### src/rtl/fb_pixel_sink.sv
// fb_pixel_sink: clips rasterizer pixel writes, queues them and packs 4-bit pixels into 32-bit
// SRAM words via nibble enables; includes a full-buffer clear engine. Optional macro: FB_STATS_EN.
module fb_pixel_sink #(
    parameter int WIDTH      = 640,
    parameter int HEIGHT     = 480,
    parameter int FIFO_DEPTH = 16,
    parameter int ADDR_W     = 16
) (
    input  logic              clk,
    input  logic              areset,
    input  logic [9:0]        fb_x,
    input  logic [9:0]        fb_y,
    input  logic [3:0]        data,
    input  logic              fb_we,
    input  logic              clear_start,
    input  logic [3:0]        clear_color,
    output logic              busy,
    output logic              clear_done,
    output logic              overflow,
    output logic [ADDR_W-1:0] mem_addr,
    output logic [31:0]       mem_wdata,
    output logic [7:0]        mem_nib_en,
    output logic              mem_we,
    output logic [31:0]       pix_written,
    output logic [31:0]       pix_clipped
);
    localparam int PTR_W   = $clog2(FIFO_DEPTH);
    localparam int N_WORDS = WIDTH * HEIGHT / 8;
    localparam int P_W     = ADDR_W + 3;

    localparam logic [10:0]       WIDTH_C   = 11'(WIDTH);
    localparam logic [10:0]       HEIGHT_C  = 11'(HEIGHT);
    localparam logic [P_W-1:0]    WIDTH_P   = P_W'(WIDTH);
    localparam logic [ADDR_W-1:0] LAST_WORD = ADDR_W'(N_WORDS - 1);
    localparam logic [ADDR_W-1:0] ADDR_ONE  = ADDR_W'(1);
    localparam logic [PTR_W:0]    DEPTH_C   = (PTR_W + 1)'(FIFO_DEPTH);
    localparam logic [PTR_W:0]    PTR_ONE   = (PTR_W + 1)'(1);

    typedef enum logic {
        S_IDLE  = 1'b0,
        S_CLEAR = 1'b1
    } state_t;

    typedef struct packed {
        logic [9:0] x;
        logic [9:0] y;
        logic [3:0] c;
    } pix_t;

    pix_t fifo_mem [FIFO_DEPTH];

    state_t            state_q, state_d;
    logic [PTR_W:0]    wr_ptr_q, wr_ptr_d;
    logic [PTR_W:0]    rd_ptr_q, rd_ptr_d;
    logic [ADDR_W-1:0] clr_addr_q, clr_addr_d;
    logic [3:0]        clr_color_q, clr_color_d;
    logic              busy_q, busy_d;
    logic              done_pend_q, done_pend_d;
    logic              clear_done_q, clear_done_d;
    logic              overflow_q, overflow_d;
    logic              mem_we_q, mem_we_d;
    logic [ADDR_W-1:0] mem_addr_q, mem_addr_d;
    logic [31:0]       mem_wdata_q, mem_wdata_d;
    logic [7:0]        mem_nib_en_q, mem_nib_en_d;

    logic [PTR_W:0]    fill;
    logic              fifo_empty;
    logic              fifo_full;
    logic              in_bounds;
    logic              pop;
    logic              push;
    pix_t              head;
    logic [P_W-1:0]    p;
    logic [31:0]       pix_fill;
    logic [31:0]       clr_fill;

    assign fill       = wr_ptr_q - rd_ptr_q;
    assign fifo_empty = (fill == '0);
    assign fifo_full  = (fill == DEPTH_C);
    assign in_bounds  = fb_we && ({1'b0, fb_x} < WIDTH_C) && ({1'b0, fb_y} < HEIGHT_C);
    // Pops only in IDLE, so a full FIFO can still accept a pixel while draining.
    assign pop        = (state_q == S_IDLE) && !fifo_empty;
    assign push       = in_bounds && (!fifo_full || pop);
    assign head       = fifo_mem[rd_ptr_q[PTR_W-1:0]];
    assign p          = P_W'(head.y) * WIDTH_P + P_W'(head.x);

    generate
        for (genvar gi = 0; gi < 8; gi++) begin : g_fill
            assign pix_fill[4*gi +: 4] = head.c;
            assign clr_fill[4*gi +: 4] = clr_color_q;
        end
    endgenerate

    always_ff @(posedge clk) begin
        if (push) begin
            fifo_mem[wr_ptr_q[PTR_W-1:0]] <= {fb_x, fb_y, data};
        end
    end

    always_comb begin
        state_d      = state_q;
        wr_ptr_d     = wr_ptr_q;
        rd_ptr_d     = rd_ptr_q;
        clr_addr_d   = clr_addr_q;
        clr_color_d  = clr_color_q;
        busy_d       = busy_q;
        done_pend_d  = 1'b0;
        clear_done_d = 1'b0;
        overflow_d   = overflow_q || (in_bounds && !push);
        mem_we_d     = 1'b0;
        mem_addr_d   = mem_addr_q;
        mem_wdata_d  = mem_wdata_q;
        mem_nib_en_d = mem_nib_en_q;

        if (push) begin
            wr_ptr_d = wr_ptr_q + PTR_ONE;
        end

        // Done pulse trails the last clear word by one cycle; busy drops with it.
        if (done_pend_q) begin
            clear_done_d = 1'b1;
            busy_d       = 1'b0;
        end

        case (state_q)
            S_IDLE: begin
                if (clear_start) begin
                    state_d     = S_CLEAR;
                    clr_addr_d  = '0;
                    clr_color_d = clear_color;
                    busy_d      = 1'b1;
                end
                if (pop) begin
                    rd_ptr_d     = rd_ptr_q + PTR_ONE;
                    mem_we_d     = 1'b1;
                    mem_addr_d   = p[ADDR_W+2:3];
                    mem_wdata_d  = pix_fill;
                    mem_nib_en_d = 8'd1 << p[2:0];
                end
            end
            S_CLEAR: begin
                mem_we_d     = 1'b1;
                mem_addr_d   = clr_addr_q;
                mem_wdata_d  = clr_fill;
                mem_nib_en_d = 8'hFF;
                clr_addr_d   = clr_addr_q + ADDR_ONE;
                if (clr_addr_q == LAST_WORD) begin
                    state_d     = S_IDLE;
                    done_pend_d = 1'b1;
                end
            end
            default: state_d = S_IDLE;
        endcase
    end

    always_ff @(posedge clk) begin
        if (areset) begin
            state_q      <= S_IDLE;
            wr_ptr_q     <= '0;
            rd_ptr_q     <= '0;
            clr_addr_q   <= '0;
            clr_color_q  <= '0;
            busy_q       <= 1'b0;
            done_pend_q  <= 1'b0;
            clear_done_q <= 1'b0;
            overflow_q   <= 1'b0;
            mem_we_q     <= 1'b0;
            mem_addr_q   <= '0;
            mem_wdata_q  <= '0;
            mem_nib_en_q <= '0;
        end else begin
            state_q      <= state_d;
            wr_ptr_q     <= wr_ptr_d;
            rd_ptr_q     <= rd_ptr_d;
            clr_addr_q   <= clr_addr_d;
            clr_color_q  <= clr_color_d;
            busy_q       <= busy_d;
            done_pend_q  <= done_pend_d;
            clear_done_q <= clear_done_d;
            overflow_q   <= overflow_d;
            mem_we_q     <= mem_we_d;
            mem_addr_q   <= mem_addr_d;
            mem_wdata_q  <= mem_wdata_d;
            mem_nib_en_q <= mem_nib_en_d;
        end
    end

    assign busy       = busy_q;
    assign clear_done = clear_done_q;
    assign overflow   = overflow_q;
    assign mem_we     = mem_we_q;
    assign mem_addr   = mem_addr_q;
    assign mem_wdata  = mem_wdata_q;
    assign mem_nib_en = mem_nib_en_q;

`ifdef FB_STATS_EN
    logic        clipped;
    logic [31:0] pix_written_q, pix_written_d;
    logic [31:0] pix_clipped_q, pix_clipped_d;

    assign clipped = fb_we && !in_bounds;

    always_comb begin
        pix_written_d = pix_written_q + {31'd0, pop};
        pix_clipped_d = pix_clipped_q + {31'd0, clipped};
    end

    always_ff @(posedge clk) begin
        if (areset) begin
            pix_written_q <= '0;
            pix_clipped_q <= '0;
        end else begin
            pix_written_q <= pix_written_d;
            pix_clipped_q <= pix_clipped_d;
        end
    end

    assign pix_written = pix_written_q;
    assign pix_clipped = pix_clipped_q;
`else
    assign pix_written = '0;
    assign pix_clipped = '0;
`endif

endmodule

### config.mk
export PLATFORM = sky130hd
export DESIGN_NAME = fb_pixel_sink
export DESIGN_NICKNAME = d
export VERILOG_FILES = /design/src/rtl/fb_pixel_sink.sv
export SDC_FILE = /design/constraint.sdc
export NUM_CORES = 1
export LEC_CHECK = 0
export CORE_ASPECT_RATIO = 0.5
export CORE_MARGIN = 3
export CORE_UTILIZATION = 58
export DETAILED_ROUTE_END_ITERATION = 7
export GPL_TIMING_DRIVEN = 0
export PLACE_DENSITY = 0.82
export SLEW_MARGIN = 0
export SYNTH_ARGS = -nofsm -noshare
export SYNTH_HDL_FRONTEND = slang
export SYNTH_SLANG_ARGS = --single-unit
export TNS_END_PERCENT = 10
### constraint.sdc
create_clock -name clk -period 6.22 [get_ports clk]
set_clock_uncertainty 0.05 [all_clocks]
set_input_delay 0.933 -clock clk [delete_from_list [all_inputs] [get_ports clk]]
set_output_delay 0.933 -clock clk [all_outputs]
set_load 0.1 [all_outputs]
# == Word-level counts from Yosys, hierarchy flattened ==
# Memories as Yosys holds them, arrays and structs flattened. A register that Yosys moved wholly into a read port is not among the register bits.
# Cells that the tools add are included.
# totals
ramBits,384
elab_cells,64
latchBits,0
ff_bits,92
n_memories,1
romBits,0
# mem_list
name,depth,width,read_ports,rd_ports_with_merged_regs,wr,line_no,rtl
fifo_mem,16,24,1,1,1,50,pix_t fifo_mem [FIFO_DEPTH];
# op_classes
n_mul,1
n_eq_ne,4
n_bitwise,1
div_mod_pow,0
shifts,1
reduce_logical,14
magnitude_cmp,2
add_sub_neg,5
muxes,22
# op_table
op,n
$pmux 16 s2,2
$pmux 32 s2,1
$mux 16,2
$mux 32,1
$add 19x10->19,1
$add 16x1->16 const B,1
$eq 16x16->1 const B,1
$pmux 8 s2,1
$mul 10x3->12 const B,1
$add 5x1->5 const B,2
$lt 10x10->1 const B,1
$lt 10x9->1 const B,1
$mux 1,10
$mux 4,2
$mux 8,1
$shl 1x3->8 const A,1
$eq 5x5->1 const B,1
$logic_and 1x1->1,5
$logic_not 5->1,1
$sub 5x5->5,1
$ne 2x2->1 const B,2
$pmux 1 s2,2
$reduce_and 2->1,2
$logic_not 1->1,3
3 further kinds,4

# == Longest topological paths before layout ==
# logic_depth
word_depth,9
ltp_mapped,17
ltp_nobuf,12

# == Least setup slack after synthesis ==
# Ideal clock, no wire load.
# synth_path
path_kind,register -> register
from,reg (tool-made name)
to,"reg mem_addr_q[14], in the netlist mem_addr[14]"
path_stages_with_launch,18
n_path_buf,5
path_slack_ns,1.191
synth_period_minus_slack_ns,5.029
arrival_time_ns,4.851
path_cell_list,dfxtp_1 > buf_6 > buf_12 > buf_12 > buf_2 > buf_2 > mux4_2 > mux4_2 > ha_1 > ha_1 > fa_1 > a211o_1 > and3_1 > nor4_1 > nand4_1 > xor2_1 > a222oi_1 > nor2_1
# synth_lines
element,line_no,rtl
end signal: assignment,182,mem_addr_q <= mem_addr_d;
end: declaration,62,"logic [ADDR_W-1:0] mem_addr_q, mem_addr_d;"

==> reports/summary.txt <==
Synthesized area = 18900 sq um
Ranking of synthesized cells by area = edfxtp_1 (61%), mux4_2 (12%), dfxtp_1 (7.2%)
Complex-gate fraction of the synthesized area = 3.17%
Layout cells sized above 1 = 25.0%
First-pass GRT wire length = 71300 um
Hold path start = done_pend_q
Hpwl dp = 30100 um
Slew Limit Fails = 0
Period Utilization, post-route = 95.5%
Die W = 261 um
Final Cell Area = 22300 sq um
Register area share after synthesis = 68.3%
Leakage = 0.00752 uW
Setup Viol. Count Final = 0
Core area = 31900 sq um
GP Congestion = 0.829
Tmin final = 5.94 ns
WL/cell = 27.8 um
Async SR Flop Fraction = 0%
Synth warnings = 0
Reg2reg end = mem_addr[14]
Worst Setup Start Kind = flip-flop
Post-Synthesis Cells = 1059
Simple-Gate Fraction of Synth Area = 5.02%
R2R setup slack = 0.28 ns
Worst Tran Pin Value = 1.03 ns
Most frequent cell after synthesis = edfxtp_1
Root buffer cell = clkbuf_16
Worst Setup End Kind = flip-flop
Worst hold endpoint = clear_done
Die footprint = 34900 sq um
Post-Synth Adder-Cell Area = 2.13%
Skew-Pair Late Insertion Delay = 0.54 ns
Vias = 10900
Post-Synth XOR/XNOR Area = 1.07%
Hold Path Depth = 1
Hold_buf cts = 0
Total grt overflow = 0
Peak ir drop on the vdd network = 0.229 mV
Max-Cap Viols = 0
Clock buffer depth = 3
Global Route Usage Sum = 28.2%
Pwr Density = 431 nW/um^2
Register clock-pin slew on the reported worst setup and hold paths = 0.07 ns
Mean post-synth cell area = 17.8 sq um
Diodes inserted = 0
Largest net degree at the start of global routing = 23
EDFF count, synth = 384
Clk sinks = 452
Placed Area = 21100 sq um
DRT Pass-1 Iters = 5
Post-synth top area share = 61.1%
Final net count = 1342
Cts repair resizes = 0
CTS Buf Count = 40
Initial antenna violation count = 1
Synth cell count leaders = edfxtp_1 (384), mux4_2 (102), buf_4 (95)
CTS H-tree lvls = 2
#FFs+latches synth = 452
Mux share of post-synthesis cell area = 14.7%
Crit path arrival time = 6.30 ns
Ports = 156
Worst rel slew slack = 30.8%
CTS tree = yes
Number of global-route vias before repair = 11100
Antenna-violating nets left = 0
Min-delay worst type = flip-flop to flip-flop
Drt initial violations = 1567
Critical-path maximum fanout = 10
Num rows = 46
Remaining DRCs = 0
RSZ-0062 raised after global routing = no
Worst R2R Path Depth = 15
Final hold violation count = 0
CP Data Required Time = 6.58 ns
Largest family of logic cells by synthesized area = multiplexers
Worst setup path class = flip-flop to flip-flop
Fin Setup TNS = 0 ns
Die Height = 134 um
Cell variety after synth = 58
Largest area contributor in the netlist = edfxtp_1
PortBufs = 91
Max Freq = 168 MHz
Status = completed
Initial Utilization = 59.2%
Main synth FF type = edfxtp_1
Area grow syn2layout = 18.2%
Via/cell ratio = 6.31
Final wirelength = 48200 um
Post-CTS Setup Inserts = 0
## report_power, final
part | leakage, uW | internal, uW | switching (uW) | total, uW
clock network | 0.000577 | 1290 | 1060 | 2350
logic | 0.00293 | 1340 | 2470 | 3810
registers | 0.00401 | 3380 | 76.8 | 3450
## stage by stage
step           setup slack, ns  instances  utilization (%)  hold WS, ns  total power, uW
6_report                 0.282       1736             69.9        0.413             9620
5_1_grt                 0.0515       1736             69.9        0.432             9930
4_1_cts                 0.0248       1736             69.9        0.414             9590
3_5_place_dp             0.208       1669             66.2        0.402             7230
3_3_place_gp            -0.901       1645             64.5        0.394             7110
2_1_floorplan             1.19       1122                -        0.379             6330
## worst max path at each step
stage	cells past startpoint	from	end
floorplan	17	flip-flop	mem_addr[14]
global placement	7	fb_y[7]	fifo_mem[2][12]
detailed placement	15	flip-flop	mem_addr[13]
CTS	15	flip-flop	mem_addr[14]
global route	17	flip-flop	mem_addr[14]
finish	15	flip-flop	mem_addr[14]
## area by class of cell
| type | count | area [sq um] |
|---|---|---|
| Clock buffer | 52 | 1070 |
| Sequential cell | 452 | 12900 |
| Buffer | 141 | 996 |
| Fill cell | 1859 | 9580 |
| Tap cell | 432 | 541 |
| Clock inverter | 15 | 125 |
| Multi-Input combinational cell | 513 | 5290 |
| Inverter | 16 | 60.1 |
| Timing Repair Buffer | 115 | 1340 |
## logic make-up after synthesis
family                   Yosys count
AND/OR/NAND/NOR                  189
other                              1
buffers and inverters            157
multiplexers                     121
adder cells (fa/ha/maj)           31
AO/OA/AOI/OAI                     85
flip-flops                       452
XOR/XNOR                          23
## sequential cells by signal, summed over array words and instances (netlist names), named ones only
signal / count
fifo_mem: 384
rd_ptr_q: 5
mem_addr: 16
mem_we: 1
mem_nib_en: 8
clr_color_q: 4
clear_done: 1
wr_ptr_q: 5
done_pend_q: 1
busy: 1
overflow: 1
state_q: 1
mem_wdata: 4
clr_addr_q: 16
## cell usage in the layout, fill, tap and decap left out, drive strengths merged, types with 18 or more instances in the layout
master         instances
edfxtp               384
buf                  140
mux4                 120
clkdlybuf4s50         91
clkbuf                76
dfxtp                 68
nor2                  66
conb                  64
a21oi                 34
ha                    29
nand2                 26
xnor2                 18
a222oi                18
## worst max-delay path, cell delays in order (launching register included)
cell	delay, ns
dfxtp_1	0.41
buf_2	0.35
clkbuf_1	0.59
clkbuf_2	0.47
mux4_2	0.37
mux4_2	0.53
ha_1	0.32
ha_1	0.23
fa_1	0.41
a211o_1	0.31
and3_1	0.24
o311ai_1	0.61
nand4_1	0.25
xor2_1	0.25
a222oi_1	0.33
nor2_1	0.07
## metal layers
layer | track usage (%) | vias to the layer above | part of all wire (%)
li1 | - | 4500 | -
met1 | 37.5 | 5411 | 35
met2 | 45.9 | 873 | 49
met3 | 6.34 | 160 | 12
met4 | 11.6 | 2 | 4.0
met5 | 0 | - | 0.027
Power figures use the tool's default switching activity.
